==> config.mk <==
export PLATFORM = sky130hd
export DESIGN_NAME = fetch_unit_flat
export DESIGN_NICKNAME = d
export VERILOG_FILES = /design/src/rtl/fetch_unit_if.sv /design/src/rtl/fetch_unit.sv /design/src/flat_wrapper.sv
export SDC_FILE = /design/constraint.sdc
export NUM_CORES = 1
export LEC_CHECK = 0
export ABC_AREA = 1
export CORE_MARGIN = 1.5
export CORE_UTILIZATION = 55
export DETAILED_ROUTE_END_ITERATION = 8
export GPL_TIMING_DRIVEN = 0
export PLACE_DENSITY_LB_ADDON = 0.05
export SLEW_MARGIN = 10
export SYNTH_ARGS = -nofsm -noshare
export SYNTH_HDL_FRONTEND = slang
export SYNTH_SLANG_ARGS = --single-unit
==> constraint.sdc <==
create_clock -name Clk -period 12.99 [get_ports Clk]
set_input_delay 2.598 -clock Clk [delete_from_list [all_inputs] [get_ports Clk]]
set_output_delay 2.598 -clock Clk [all_outputs]
set_load 0.005 [all_outputs]
==> src/rtl/fetch_unit_if.sv <==
// Fetch-stage bus bundle: instruction memory request/response plus the
// valid/ready channel toward decode. master = fetch unit, slave = memory/decode.
interface fetch_unit_if;
  logic        instruction_memory_en;
  logic [31:0] instruction_memory_a;
  logic [31:0] instruction_memory_v;
  logic        instr_valid;
  logic        instr_ready;
  logic [31:0] instr_word;
  logic [31:0] instr_pc;

  modport master (
    output instruction_memory_en, instruction_memory_a,
    input  instruction_memory_v,
    output instr_valid, instr_word, instr_pc,
    input  instr_ready
  );

  modport slave (
    input  instruction_memory_en, instruction_memory_a,
    output instruction_memory_v,
    input  instr_valid, instr_word, instr_pc,
    output instr_ready
  );
endinterface

==> src/rtl/fetch_unit.sv <==
// Instruction fetch stage: owns the PC, issues one word per cycle into a small
// FIFO for decode, handles redirects and halts. Optional macro: FETCH_PERF_CNT_EN.
module fetch_unit #(
  parameter logic [31:0] RESET_PC  = 32'h0000_0000,
  parameter int unsigned DEPTH     = 2,
  parameter logic [31:0] HALT_WORD = 32'hFFFF_FFFF
) (
  input  logic        Clk,
  input  logic        Rst,
  input  logic        fetch_en,
  input  logic        branch_taken,
  input  logic [31:0] branch_target,
`ifdef FETCH_PERF_CNT_EN
  output logic [31:0] perf_fetch_count,
  output logic [31:0] perf_stall_count,
`endif
  fetch_unit_if.master bus
);

  localparam int unsigned AW = $clog2(DEPTH);
  localparam logic [AW:0] FULL_CNT = (AW+1)'(DEPTH);

  localparam logic [1:0] IDLE   = 2'd0;
  localparam logic [1:0] FETCH  = 2'd1;
  localparam logic [1:0] HALTED = 2'd2;

  function automatic logic [31:0] word_align(input logic [31:0] addr);
    return {addr[31:2], 2'b00};
  endfunction

  logic [1:0]  state, state_nxt;
  logic [31:0] pc_p0;
  logic [31:0] word_p1 [DEPTH];
  logic [31:0] pc_p1   [DEPTH];
  logic [AW:0] wr_ptr, rd_ptr;
  logic [AW:0] occupancy;
  logic        fifo_full, fifo_empty;
  logic        pop, issue, halt_hit, push;

  assign occupancy  = wr_ptr - rd_ptr;
  assign fifo_full  = (occupancy == FULL_CNT);
  assign fifo_empty = (wr_ptr == rd_ptr);

  // A redirect cancels the same-cycle pop along with the flush.
  assign pop      = !fifo_empty && bus.instr_ready && !branch_taken;
  assign issue    = (state == FETCH) && fetch_en && !branch_taken && (!fifo_full || pop);
  assign halt_hit = issue && (bus.instruction_memory_v == HALT_WORD);
  assign push     = issue && !halt_hit;

  assign bus.instruction_memory_a  = pc_p0;
  assign bus.instruction_memory_en = (state == FETCH) && fetch_en;

  always_comb begin
    state_nxt = state;
    case (state)
      IDLE:    if (fetch_en && !branch_taken) state_nxt = FETCH;
      FETCH: begin
        if (!fetch_en)     state_nxt = IDLE;
        else if (halt_hit) state_nxt = HALTED;
      end
      HALTED:  if (branch_taken) state_nxt = FETCH;
      default: state_nxt = IDLE;
    endcase
  end

  // Stage p0: PC, FSM and FIFO pointers
  always_ff @(posedge Clk) begin
    if (Rst) begin
      state  <= IDLE;
      pc_p0  <= RESET_PC;
      wr_ptr <= '0;
      rd_ptr <= '0;
    end else begin
      state <= state_nxt;
      if (branch_taken) begin
        pc_p0  <= word_align(branch_target);
        wr_ptr <= '0;
        rd_ptr <= '0;
      end else begin
        if (push) begin
          pc_p0  <= pc_p0 + 32'd4;
          wr_ptr <= wr_ptr + 1'b1;
        end
        if (pop) rd_ptr <= rd_ptr + 1'b1;
      end
    end
  end

  // Stage p1: captured words; storage is unreset, outputs are gated by emptiness
  always_ff @(posedge Clk) begin
    if (push) begin
      word_p1[wr_ptr[AW-1:0]] <= bus.instruction_memory_v;
      pc_p1[wr_ptr[AW-1:0]]   <= pc_p0;
    end
  end

  assign bus.instr_valid = !fifo_empty;
  assign bus.instr_word  = fifo_empty ? 32'd0 : word_p1[rd_ptr[AW-1:0]];
  assign bus.instr_pc    = fifo_empty ? 32'd0 : pc_p1[rd_ptr[AW-1:0]];

`ifdef FETCH_PERF_CNT_EN
  always_ff @(posedge Clk) begin
    if (Rst) begin
      perf_fetch_count <= '0;
      perf_stall_count <= '0;
    end else begin
      if (push) perf_fetch_count <= perf_fetch_count + 32'd1;
      if ((state == FETCH) && fetch_en && fifo_full && !pop)
        perf_stall_count <= perf_stall_count + 32'd1;
    end
  end
`endif

endmodule

==> src/flat_wrapper.sv <==
// flat-port wrapper written by rule: the top's interface ports become plain ports
module fetch_unit_flat 
#(
  parameter logic [31:0] RESET_PC  = 32'h0000_0000,
  parameter int unsigned DEPTH     = 2,
  parameter logic [31:0] HALT_WORD = 32'hFFFF_FFFF
)
  (Clk, Rst, fetch_en, branch_taken, branch_target, bus_instruction_memory_en, bus_instruction_memory_a, bus_instruction_memory_v, bus_instr_valid, bus_instr_word, bus_instr_pc, bus_instr_ready);
  fetch_unit_if bus_i ();
  input  logic Clk;
  input  logic Rst;
  input  logic fetch_en;
  input  logic branch_taken;
  input  logic [31:0] branch_target;
  output wire logic [$bits(bus_i.instruction_memory_en)-1:0] bus_instruction_memory_en;
  output wire logic [$bits(bus_i.instruction_memory_a)-1:0] bus_instruction_memory_a;
  input wire logic [$bits(bus_i.instruction_memory_v)-1:0] bus_instruction_memory_v;
  output wire logic [$bits(bus_i.instr_valid)-1:0] bus_instr_valid;
  output wire logic [$bits(bus_i.instr_word)-1:0] bus_instr_word;
  output wire logic [$bits(bus_i.instr_pc)-1:0] bus_instr_pc;
  input wire logic [$bits(bus_i.instr_ready)-1:0] bus_instr_ready;
  assign bus_instruction_memory_en = bus_i.instruction_memory_en;
  assign bus_instruction_memory_a = bus_i.instruction_memory_a;
  assign bus_i.instruction_memory_v = bus_instruction_memory_v;
  assign bus_instr_valid = bus_i.instr_valid;
  assign bus_instr_word = bus_i.instr_word;
  assign bus_instr_pc = bus_i.instr_pc;
  assign bus_i.instr_ready = bus_instr_ready;
  fetch_unit #(.RESET_PC(RESET_PC), .DEPTH(DEPTH), .HALT_WORD(HALT_WORD)) u_core (.Clk(Clk), .Rst(Rst), .fetch_en(fetch_en), .branch_taken(branch_taken), .branch_target(branch_target), .bus(bus_i));
endmodule
# == Yosys cells after proc, flatten, opt, wreduce, memory -nomap -nowiden ==
# Memories as Yosys holds them, arrays and structs flattened. A register that Yosys moved wholly into a read port is not among the register bits.
# Index checks and enable logic that the tools add are counted.
# W data, S select, Z words.
# totals
ff_bits,38
inputBits,69
out_inout_bits,98
mem_count,2
mem_bits_rw,128
# op_classes
muxes,15
reduce_logical,17
addsub,4
n_eq_ne,8
# memory_table
name,words,width,rd,rd_clocked_by_memory_dff,write_ports,line,source
u_core.pc_p1,2,32,1,1,1,fetch_unit.sv:34,logic [31:0] pc_p1 [DEPTH];
u_core.word_p1,2,32,1,1,1,fetch_unit.sv:33,logic [31:0] word_p1 [DEPTH];
# op_table
op,n
$mux W32,4
$add A32 B3 Y32 const B,1
$eq A32 B32 Y1 const B,1
$logic_and A1 B1 Y1,8
$mux W2,4
$mux W1,6
$pmux W2 S3,1
$add A2 B1 Y2 const B,2
$eq A2 B2 Y1 const B,2
$logic_not A1 Y1,4
$ne A3 B2 Y1 const B,1
$reduce_and A3 Y1,1
$eq A2 B1 Y1 const B,1
$eq A2 B2 Y1,1
$logic_not A2 Y1,1
$ne A2 B1 Y1 const B,1
$ne A2 B2 Y1 const B,1
$reduce_bool A2 Y1,1
$reduce_or A2 Y1,1
$sub A2 B2 Y2,1
$logic_or A1 B1 Y1,1

# == Depth between registers and ports, before layout ==
# Gate-level depths: netlist (run 1).
# logic_depth
word_depth,11
ltp_mapped,12
mapped_depth_nobuf,12

# == Least setup slack after synthesis (run 1) ==
# Ideal clock, no wire load.
# synth_timing
path_type,input port to flip-flop
startpoint,input port branch_taken
endpoint,"memory u_core.pc_p1[0][10], enable pin"
required_time_ps,12507
slack_ps,6546
arrival_ps,5961
path_stages,7
setup_ps,483
n_path_buf,2
path_cell_list,buf_2 clkinv_2 nand2_2 nor2_4 nand2_4 buf_6 nor2_1
# synth_between
elab_chain_cells,9
elab_cells_between_ends,10
# synth_rtl
item,line,source
start: declaration,flat_wrapper.sv:13,input logic branch_taken;
$logic_not A1 Y1 *,"fetch_unit.sv:45, fetch_unit.sv:46",
$logic_and A1 B1 Y1,fetch_unit.sv:45,assign pop = !fifo_empty && bus.instr_ready && !branch_taken;
$logic_or A1 B1 Y1,fetch_unit.sv:46,assign issue = (state == FETCH) && fetch_en && !branch_taken && (!fifo_full || pop);
$logic_and A1 B1 Y1 *,fetch_unit.sv:46,
$logic_and A1 B1 Y1,fetch_unit.sv:47,assign halt_hit = issue && (bus.instruction_memory_v == HALT_WORD);
$logic_not A1 Y1,fetch_unit.sv:48,assign push = issue && !halt_hit;
$logic_and A1 B1 Y1 *,fetch_unit.sv:48,
$mux W1 *,fetch_unit.sv:91,if (push) begin
$mux W1 (implied by the code) *,fetch_unit.sv:93,pc_p1[wr_ptr[AW-1:0]] <= pc_p0;
end: declaration,fetch_unit.sv:34,
# Mark *: on every way between the ends. The rest lies on a longest branch, timed or not.

# == Final worst setup path (run 1) ==
# layout_timing
startpoint,input port fetch_en
endpoint,output port bus_instruction_memory_en
# layout_between
elab_chain_cells,1
# layout_rtl
item,line,source
start: declaration,flat_wrapper.sv:12,input logic fetch_en;
$logic_and A1 B1 Y1,fetch_unit.sv:51,assign bus.instruction_memory_en = (state == FETCH) && fetch_en;
end: declaration,flat_wrapper.sv:15,output wire logic [$bits(bus_i.instruction_memory_en)-1:0] bus_instruction_memory_en;
# No other way between the ends.

==> flow_summary.json, run 1 <==
{
  "outcome": "complete, no violations",
  "hp-class": "flip-flop to flip-flop",
  "drtIter0Drc": 604,
  "grt_pass1_wl_um": 29790,
  "post-cts-setup-buffers": 0,
  "final_util_pct": 75.62,
  "cap_viol_max_count": 0,
  "yosys.area.top_type": "edfxtp_1",
  "seq_area_frac_synth_pct": 59.47,
  "finalCritPeriodShare_pct": 49.55,
  "die_w_um": 119.8,
  "start_util_pct": 56.47,
  "yosysTopAreaCellShare_pct": 49.60,
  "top_level_ports": 167,
  "crit_fanout": 3,
  "drt_wl_total_um": 18760,
  "port_buffers": 159,
  "grt_setup_unrepaired": "false",
  "antennaDiodeCount": 0,
  "via_count": 6550,
  "cts.sinks": 161,
  "cts_tree": "built",
  "dieArea_um2": 14360,
  "drtAntennaViolNets": 0,
  "worst_pin_slew_ps": 670.8,
  "rows": 42,
  "clockBufferDepth": 2,
  "powerDensity_nw_per_um2": 116.8,
  "die_y_um": 119.8,
  "drc": 0,
  "critical_path_class": "input pin to output port",
  "htreeDepth": 4,
  "pre_cts_ws_ps": 6550,
  "wl_per_cell_um": 15.13,
  "cts_inserted_buffers": 17,
  "finalSetupViolations": 0,
  "routabilityCongestion": 0.9115,
  "core_region_area_um2": 13300,
  "avgViaCountPerCell": 5.282,
  "drive_gt1_share_pct": 7.143,
  "design_area_um2": 10050,
  "postCtsHoldBufs": 0,
  "syn_area_um2": 7507,
  "fin_setup_tns_ps": 0,
  "synth_common_cells": "338 x nand2_1, 124 x edfxtp_1, 81 x a21oi_1, 77 x nor2_1, 66 x nand3_1",
  "worst_slack_ps": 6553,
  "clk_pin_slew_ps": 60,
  "drtPass1Iterations": 6,
  "fmax_mhz": 155.4,
  "placedInstanceArea_um2": 9440,
  "synth_edf_count": 124,
  "yosysMostFrequentCell": "nand2_1",
  "critPathSlowestCell": "clkdlybuf4s50_1",
  "hold_violations": 0,
  "groute.usage.overall_pct": 27.06,
  "final_nets": 1121,
  "ys_ff_latch": 161,
  "start_kind": "input pin",
  "place_hpwl_um": 13060,
  "final_max_slew_viol_count": 0,
  "leakage_uw": 0.003756,
  "crit_top_cell": "clkdlybuf4s50_1",
  "syn_inst": 866,
  "synthTopCellsByArea": "edfxtp_1 50%, nand2_1 17%, dfxtp_1 9.9%, a21oi_1 5.4%, nand3_1 4.4%",
  "grt.overflow.total": 0,
  "cts_resized": 0,
  "cts-root-buf": "clkbuf_16",
  "crit_chain": "clkdlybuf4s50_1 -> nand2_1 -> nor2_4 -> clkdlybuf4s50_1",
  "cp.arrival_ps": 3840,
  "grt_pass1_vias": 6055,
  "antenna_found_initial": 0,
  "max_slew_margin_pct": 55.28,
  "area_growth_pct": 33.92,
  "worstPathRequired_ps": 10390,
  "clock_latency_ps": 430,
  "ys_async_sr_fraction_pct": 0,
  "synth.distinct_cells": 30,
  "syn_area_per_cell_um2": 8.669,
  "ys.flop_type": "edfxtp_1",
  "grt_start_max_net_pins": 28,
  "ir_drop_uv": 100.7,
  "period_needed_ps": 6437,
  "finClkSkew_ps": 15.76,
  "yosys_warnings": 0,
  "end_kind": "output port",
  "max_stage_delay_ps": 530
}
where the power goes:
| group | internal, uW | switching (uW) |
|---|---|---|
| combinational | 45.4 | 39.4 |
| clock | 312 | 198 |
| sequential | 565 | 13.9 |
| total | 923 | 251 |
registers in the layout, indices dropped and copies added, names as in the netlist, named ones only:
signal / count
u_core.bus.instruction_memory_a: 30
u_core.pc_p1: 60
u_core.rd_ptr: 2
u_core.state: 2
u_core.word_p1: 64
u_core.wr_ptr: 2
through the flow:
step | std cells | hold slack, ps | total power, uW
2_1_floorplan | 869 | 464.1 | 621.9
3_3_place_gp | 1204 | 487.8 | 671.5
3_5_place_dp | 1208 | 496.6 | 673.4
4_1_cts | 1240 | 509.7 | 1176
5_1_grt | 1240 | 561.0 | 1207
6_report | 1240 | 510.5 | 1174
worst max-delay path: cells and delay by family:
kind	cells	cell delay, ps
buf+inv	2	1030
simple gates	2	220
final cells by class:
cell class	count	area (um2)
sequential	161	4464
fill	1006	3242
multi-input combinational	611	2636
timing repair buffer	163	1687
clock buffer	19	452.9
tap	176	220.2
inverter	58	219.0
buffer	39	214.0
clock inverter	13	160.2
worst paths after layout:
check                        start  cells after the start  slack (ps)                   endpoint
setup / recovery          fetch_en                      4        6550  bus_instruction_memory_en
hold / removal    u_core.rd_ptr[1]                      2         510           u_core.rd_ptr[1]
setup reg to reg  u_core.wr_ptr[0]                     10       10540      u_core.word_p1[0][22]
hold reg to reg   u_core.rd_ptr[1]                      2         510           u_core.rd_ptr[1]
layout by cell type (no fill, tap or decap), types with 3 or more instances in the layout:
cell type and n:
clkbuf_1 21, nand3b_1 5, nor2_1 75, conb_1 4, nand2_1 338, dfxtp_1 37
nand2_2 5, clkdlybuf4s50_1 159, buf_4 4, a21oi_1 81, edfxtp_1 124, nor2_2 6
inv_2 3, o21ai_0 11, clkbuf_16 17, nor2_4 4, clkinvlp_4 4, buf_6 6
inv_1 54, nand3_1 66, clkinv_2 3, buf_2 6, bufinv_16 3
cells by family (layout without fill, tap and decap cells):
| logic type | count (synthesis) | in the layout | share of synthesized area (%) |
|---|---|---|---|
| AOI/OAI and AO/OA | 98 | 98 | 6.700 |
| and+or+nand+nor | 505 | 505 | 27.50 |
| buffers and inverters | 97 | 292 | 5.767 |
| xor gates and xnor gates | 3 | 3 | 0.3501 |
| DFF | 161 | 161 | 59.47 |
| adders and majority gates | 1 | 1 | 0.1666 |
| other | 1 | 4 | 0.04995 |
layer usage:
| layer | track usage [%] | share of wire [%] |
|---|---|---|
| met1 | 36.14 | 43 |
| met2 | 44.47 | 48 |
| met3 | 5.038 | 7.0 |
| met4 | 9.896 | 2.4 |
| met5 | 0 | 0 |
No activity file was read; power rests on OpenSTA's default activity.
==> run 2: changes to the inputs <==
--- a/config.mk
+++ b/config.mk
@@ -7,7 +7,7 @@
 export LEC_CHECK = 0
 export ABC_AREA = 1
 export CORE_MARGIN = 1.5
-export CORE_UTILIZATION = 55
+export CORE_UTILIZATION = 46
 export DETAILED_ROUTE_END_ITERATION = 8
 export GPL_TIMING_DRIVEN = 0
 export PLACE_DENSITY_LB_ADDON = 0.05
==> constraint.sdc (replaced) <==
create_clock -name Clk -period 5.9 [get_ports Clk]
set_input_delay 1.18 -clock Clk [delete_from_list [all_inputs] [get_ports Clk]]
set_output_delay 1.18 -clock Clk [all_outputs]
set_load 0.005 [all_outputs]
==> run 2 against run 1 <==
Critical path type is now flip-flop to output port. First-iteration DRC count fell by 20%. Largest cell class unchanged. Combinational power rose by 120%. Wire length rose by 1.8%. Worst hold slack got worse by 12 ps. Setup slack got worse by 4400 ps. Final area rose by 0.51%. Register-to-register slack got worse by 7100 ps. Clock power rose by 110%.
==> flow_summary.json, run 2 (same netlist as run 1, synthesis figures left out) <==
{
  "grt_pass1_wl_um": 29120,
  "wl_per_cell_um": 14.91,
  "antenna_found_initial": 0,
  "critical_path_class": "flip-flop to output port",
  "multi_input_area_um2": 2636,
  "hp-class": "flip-flop to flip-flop",
  "crit_chain": "inv_1 -> nand2_1 -> nand2_2 -> a21oi_2 -> clkbuf_1 -> a21oi_1 -> clkdlybuf4s50_1",
  "drc": 0,
  "htreeDepth": 4,
  "grt_pass1_vias": 5712,
  "whs_path_depth": 2,
  "final_cell_mix": "338 x nand2_1, 159 x clkdlybuf4s50_1, 124 x edfxtp_1",
  "dp_cells": 1249,
  "dieArea_um2": 17100,
  "startpoint": "u_core.wr_ptr[0]",
  "grt_setup_unrepaired": "false",
  "clock_latency_ps": 420,
  "core_region_area_um2": 15890,
  "top_level_ports": 167,
  "finalHoldWorstSlack_ps": 498.8,
  "finalNonFillerCells": 1281,
  "critPathSlowestCell": "clkbuf_1",
  "drtPass1Iterations": 5,
  "min-delay-start": "u_core.rd_ptr[1]",
  "fillCellCount": 1384,
  "cp_num_buf_inv": 3,
  "area_growth_pct": 34.60,
  "finalCritPeriodShare_pct": 64.34,
  "worstPathRequired_ps": 4720,
  "fmax_mhz": 263.4,
  "groute.usage.overall_pct": 22.87,
  "cap_viol_max_count": 0,
  "worstHoldEndpoint": "u_core.rd_ptr[1]",
  "max_slew_margin_pct": 56.86,
  "drt_wl_total_um": 19100,
  "period_needed_ps": 3796,
  "final_nets": 1122,
  "cp.arrival_ps": 2620,
  "p_total_uw": 2538,
  "die_w_um": 130.8,
  "via_count": 6321,
  "final_common_cell": "nand2_1",
  "die_y_um": 130.8,
  "start_kind": "flip-flop",
  "hold_violations": 0,
  "avgViaCountPerCell": 4.934,
  "ir_drop_uv": 204.2,
  "worst_pin_slew_ps": 645.5,
  "rows": 46,
  "routabilityCongestion": 0.8835,
  "drive_gt1_share_pct": 7.136,
  "cts.sinks": 161,
  "antennaDiodeCount": 0,
  "pre_cts_ws_ps": 2135,
  "powerDensity_nw_per_um2": 251.2,
  "path_delay_family": "buffers and inverters",
  "cts_tree": "built",
  "leakage_uw": 0.003759,
  "end_kind": "output port",
  "grt.overflow.total": 0,
  "worst_slack_ps": 2104,
  "post-cts-setup-buffers": 0,
  "rr_endpoint": "u_core.word_p1[0][17]",
  "cts_resized": 0,
  "final_max_slew_viol_count": 0,
  "max_stage_delay_ps": 470,
  "port_buffers": 159,
  "clockBufferDepth": 2,
  "cts_inserted_buffers": 17,
  "finClkSkew_ps": 11.75,
  "outcome": "complete, no violations",
  "rr_startpoint": "u_core.wr_ptr[0]",
  "cts-root-buf": "clkbuf_16",
  "largest_register_ffs": 64,
  "drtIter0Drc": 481,
  "clk_pin_slew_ps": 60,
  "r2r_cells": 11,
  "start_util_pct": 47.26,
  "drtAntennaViolNets": 0,
  "place_hpwl_um": 13640,
  "finalSetupViolations": 0,
  "register_area_um2": 4464,
  "crit_fanout": 10,
  "r2r_slack_ps": 3400,
  "grt_start_max_net_pins": 25,
  "postCtsHoldBufs": 0
}
==> run 2: changes by cell type in the layout (fill, tap and decap cells not counted) <==
cell	delta
buf_12	-1
clkinvlp_4	-1
bufinv_16	-1
clkinv_2	+1
clkbuf_1	+1
clkbuf_8	-1
inv_6	+1
buf_16	+2
==> run 2: metrics by stage <==
step / utilization, % / TNS (ps) / instance area [um2]
after floorplan: - / 0 / 7518
after global placement: 59.05 / -146360 / 9380
after detailed placement: 59.96 / 0 / 9525
after CTS: 63.61 / 0 / 10100
after global routing: 63.61 / 0 / 10100
final: 63.61 / 0 / 10100
==> run 2: tightest hold or removal path: cells and delay by family (launching register included) <==
family          cells  cell delay, ps
buf+inv             1              80
flops               1             310
compound gates      1              60
==> run 2: worst max-delay path by stage <==
stage | endpoint | slack (ps) | cells after the start
5_1_grt | bus_instr_pc[28] | 1850 | 7
2_1_floorplan | u_core.pc_p1[0][10] | 870 | 7
3_3_place_gp | u_core.word_p1[0][5] | -1230 | 8
3_5_place_dp | u_core.word_p1[0][26] | 2130 | 11
6_report | bus_instr_pc[28] | 2100 | 7
4_1_cts | bus_instr_pc[14] | 2030 | 7
==> run 2: cell type report <==
cell class,count,share of cell area (%)
Timing Repair Buffer,164,17.04
Multi-Input combinational cell,611,26.09
Tap cell,216,2.675
Buffer,39,2.117
Sequential cell,161,44.18
Clock inverter,13,1.350
Inverter,58,2.167
Clock buffer,19,4.383
==> run 2: metal layers <==
metal	global-route usage [%]	vias to the layer above	part of all wire, %
li1	-	3213	-
met1	30.97	2896	45
met2	37.37	190	48
met3	3.990	22	6.2
met4	7.951	0	1.5
met5	0	-	0
==> run 2: power by group <==
| group | switching [uW] | leakage (uW) | internal, uW |
|---|---|---|---|
| logic | 86.2 | 0.00206 | 102 |
| clock network | 441 | 0.000277 | 634 |
| registers | 30.9 | 0.00142 | 1240 |
| total | 558 | 0.00376 | 1980 |
